**src/rtl/acumulador_saturado.sv**
```systemverilog
// acumulador_saturado: sums COUNT signed samples and strobes the result; define ACUMULADOR_SATURATION_EN to clamp on overflow instead of wrapping.
module acumulador_saturado #(
  parameter int N = 32,
  parameter int COUNT = 4
) (
  input  logic         clock,
  input  logic         reset,
  input  logic [N-1:0] in_data,
  input  logic         in_valid,
  output logic         in_ready,
  output logic [N-1:0] out_data,
  output logic         out_load,
  output logic         overflow,
  output logic         busy
);
  localparam int CW = $clog2(COUNT + 1);
  localparam logic [1:0] IDLE = 2'd0, ACCUM = 2'd1, EMIT = 2'd2;
  logic [1:0] state;
  logic [N-1:0] acc;
  logic [CW-1:0] cnt;
  logic ovf_int;
  logic accept;
  logic [N:0] sum;
  logic sum_ovf;
  logic [N-1:0] sum_n;
  assign in_ready = !reset && state != EMIT;
  assign busy = state != IDLE;
  assign accept = in_valid && in_ready;
  assign sum = {acc[N-1], acc} + {in_data[N-1], in_data};
  assign sum_ovf = sum[N] ^ sum[N-1];
`ifdef ACUMULADOR_SATURATION_EN
  // the extra sign bit tells which rail was crossed
  assign sum_n = !sum_ovf ? sum[N-1:0] : sum[N] ? {1'b1, {(N-1){1'b0}}} : {1'b0, {(N-1){1'b1}}};
`else
  assign sum_n = sum[N-1:0];
`endif
  always_ff @(posedge clock) begin
    if (reset) begin
      state <= IDLE;
      acc <= '0;
      cnt <= '0;
      ovf_int <= 1'b0;
      out_data <= '0;
      overflow <= 1'b0;
      out_load <= 1'b0;
    end else begin
      out_load <= 1'b0;
      case (state)
        IDLE: if (accept) begin
          acc <= in_data;
          cnt <= CW'(1);
          ovf_int <= 1'b0;
          state <= COUNT == 1 ? EMIT : ACCUM;
        end
        ACCUM: if (accept) begin
          acc <= sum_n;
          cnt <= cnt + 1'b1;
          ovf_int <= ovf_int | sum_ovf;
          if (cnt == CW'(COUNT - 1)) state <= EMIT;
        end
        EMIT: begin
          out_data <= acc;
          overflow <= ovf_int;
          out_load <= 1'b1;
          state <= IDLE;
        end
        default: state <= IDLE;
      endcase
    end
  end
endmodule

```
**config.mk**
```make
export PLATFORM = sky130hd
export DESIGN_NAME = acumulador_saturado
export DESIGN_NICKNAME = d
export VERILOG_FILES = /design/src/rtl/acumulador_saturado.sv
export SDC_FILE = /design/constraint.sdc
export NUM_CORES = 1
export LEC_CHECK = 0
export CAP_MARGIN = 20
export CELL_PAD_IN_SITES_DETAIL_PLACEMENT = 2
export CELL_PAD_IN_SITES_GLOBAL_PLACEMENT = 2
export CORE_UTILIZATION = 32
export DETAILED_ROUTE_END_ITERATION = 7
export GPL_ROUTABILITY_DRIVEN = 1
export PLACE_DENSITY = 0.86
export SYNTH_ARGS = -nofsm -noshare
export SYNTH_HDL_FRONTEND = slang
export SYNTH_SLANG_ARGS = --single-unit
```
**constraint.sdc**
```tcl
create_clock -name clock -period 3.4 [get_ports clock]
set_input_delay 0.68 -clock clock [delete_from_list [all_inputs] [get_ports clock]]
set_output_delay 0.68 -clock clock [all_outputs]
set_load 0.05 [all_outputs]
```
==> impl_metrics.ini <==
[synth]
synth.most_common_cell = a21oi_1
yosys.area.top_type = dfxtp_1
synthArstFlopShare_pct = 0
avgSynthCellArea_um2 = 8.50
synth_flop_cell = dfxtp_1
synthTopCellsByArea = dfxtp_1 (35%), ha_1 (10%), a21oi_1 (9.3%), a22o_1 (7.2%), nand2_1 (4.3%)
synth_top_area_share_pct = 34.7
syn_area_um2 = 4150
synth_seq_area_share_pct = 34.7
synth_nets = 558
yosys_warnings = 0
netlist_top_cells_count = a21oi_1 (77), dfxtp_1 (72), nand2_1 (48), nor2_1 (38)
synth.distinct_cells = 52
syn_inst = 488
synth_seq_cells = 72
synth_enable_flop_cells = 0

[critical_path]
critPathCaptureType = register
cp_common_cell = o21ai_2
cp.buffers_inverters = 2
cp_slowest_cell = clkdlybuf4s50_1
critPathArrivalTime_ns = 3.62
cp-start-kind = input pin
criticalPathCategory = input pin to register
cp_max_fo = 3
crit_chain = clkdlybuf4s50_1 > ha_1 > buf_4 > o21a_1 > nor2_2 > a311oi_4 > o21ai_2 > a41oi_2 > o41ai_4 > o21ai_2 > xor2_1 > o21ai_0 > a21oi_1
critPathTopFamily = compound AO/OA/AOI/OAI gates
crit_required_ns = 3.61
cpPeakStageDelay_ns = 0.44

[cts]
clk_path_buf_depth = 2
cts_htree_levels = 3
cts_buffers = 9
clk_pin_slew_ns = 0.06
cts-root-buf = clkbuf_16
clkLatencyLatePin_ns = 0.35
ctsHoldBuffers = 0
tritoncts = built
cts.sinks = 72

[routing]
num_vias = 4414
routedWlPerCell_um = 23.8
drc = 0
ant_nets = 0
first_pass_iters = 4
wirelength_mm = 18.2
drtIter0Drc = 175
routed_via_density = 5.79

[sta]
worst_pin_slew_ns = 0.653
period_minus_slack_ns = 3.41
maxSlewHeadroom_pct = 56.3
finalHoldViolCount = 0
fin_skew_ns = 0.0122
setup_viol = 1
post-route-period-util_pct = 100
fin_ws_ns = -0.00693
drv_slew = 0
clock.fmax_mhz = 294

[power]
p_leak_nw = 2.33
ir_drop_uv = 417
power_density_nw_per_um2 = 472

[min_path]
worst_hold_path_type = register to register

[run_status]
violations = negative setup slack
outcome = finished, violations left

[die]
boundaryPins = 71
rows = 41
die_h_um = 116
coreArea_um2 = 12600
dieArea_um2 = 13400
dieWidth_um = 116
initial_core_util_pct = 32.9

[finish]
fin_area_um2 = 5640
post-route-util_pct = 44.7
final_layout_size_suffix_gt1_share_pct = 14.2
nNetsFinal = 655
diodes = 0
syn_to_final_growth_pct = 35.9

[placement]
place_area_um2 = 5230
dp.final_hpwl_mm = 10.9
gp_congestion = 0.843
port_buffers = 70

[global_route]
antenna_found_initial = 0
grt_max_degree = 36
grt_pass1_vias = 4793
grt_usage_pct = 25.2
grt_overflow = 0
grt_pass1_wl_mm = 25.6

[run]
max_cap_violations = 0
-- worst reg2reg max path, stage by stage (launching register included) --
cell,delay (ns)
dfxtp_1,0.38
ha_2,0.21
inv_1,0.07
fa_2,0.38
nand2b_4,0.16
a21o_1,0.24
a311oi_4,0.28
o21ai_2,0.14
a41oi_2,0.31
o41ai_4,0.13
o21ai_2,0.24
a31oi_2,0.13
xor2_1,0.16
o31ai_2,0.17
-- per-layer routing --
layer	share of wire, %	vias up	global-route usage (%)
met1	41	2229	28.8
met3	3.8	49	4.24
met5	0	-	0
li1	-	1998	-
met2	51	138	45.7
met4	4.1	0	11.5
-- state kept, by name, indices dropped and copies added, names as in the netlist --
name,cells
acc,32
out_load,1
ovf_int,1
cnt,3
state,2
overflow,1
out_data,32
-- placed cells by master (no fill, tap or decap), drive strengths merged, types with 8 or more instances in the layout --
| cell type | count |
|---|---|
| a21oi | 78 |
| clkdlybuf4s50 | 68 |
| nor2 | 38 |
| nand3b | 8 |
| clkbuf | 13 |
| dfxtp | 72 |
| buf | 41 |
| o21ai | 27 |
| xnor2 | 17 |
| nor3 | 11 |
| nand2 | 48 |
| xor2 | 11 |
| a21o | 12 |
| ha | 34 |
| a22o | 34 |
-- cell type report --
class	count	area, um2
fillers	1390	6980
multi-input cells	385	2660
flip-flops and latches	72	1440
repair buffers	110	1010
clock buffers	13	270
well taps	172	215
inverters	7	26.3
clock inverters	3	15.0
-- metrics by stage --
| stage | power [mW] | hold WS (ns) | setup TNS (ns) | worst slack [ns] | instances |
|---|---|---|---|---|---|
| floorplan | 1.37 | 0.436 | 0 | 0.391 | 488 |
| global route | 2.76 | 0.504 | -0.658 | -0.117 | 762 |
| CTS | 2.59 | 0.481 | 0 | 0.0275 | 757 |
| finish | 2.66 | 0.475 | -0.00693 | -0.00693 | 762 |
| detailed placement | 1.63 | 0.466 | -2.98 | -0.339 | 740 |
| global placement | 1.58 | 0.461 | -1.47 | -0.235 | 740 |
-- kinds of logic after synthesis --
| group | share of synthesized area (%) |
|---|---|
| compound gates | 30.9 |
| xor+xnor | 5.91 |
| fa+ha+maj | 10.7 |
| simple gates | 14.4 |
| buf+inv | 3.38 |
| flops | 34.7 |
-- repair_timing --
item / in CTS / in global routing
gates resized for setup: 3 / 14
setup endpoints to repair: 2 / 13
setup buffers: 1 / 5
pin swaps: 2 / 12
-- worst paths after layout --
path | from | end | slack, ns | depth (start not counted)
hold / removal | out_data[28]$_SDFFE_PP0P_ | out_data[28]$_SDFFE_PP0P_ | 0.48 | 1
hold reg to reg | out_data[28]$_SDFFE_PP0P_ | out_data[28]$_SDFFE_PP0P_ | 0.48 | 1
setup / recovery | in_data[6] | acc[30]$_SDFFE_PP0P_ | -0.007 | 13
setup reg to reg | acc[0]$_SDFFE_PP0P_ | ovf_int$_SDFFE_PP0P_ | 0.31 | 13
-- power by group --
group	switching, mW	internal [mW]
clock network	0.399	0.551
registers	0.0461	0.888
logic	0.460	0.319
total	0.905	1.76
Note: power is estimated with default switching activity, not from simulation.
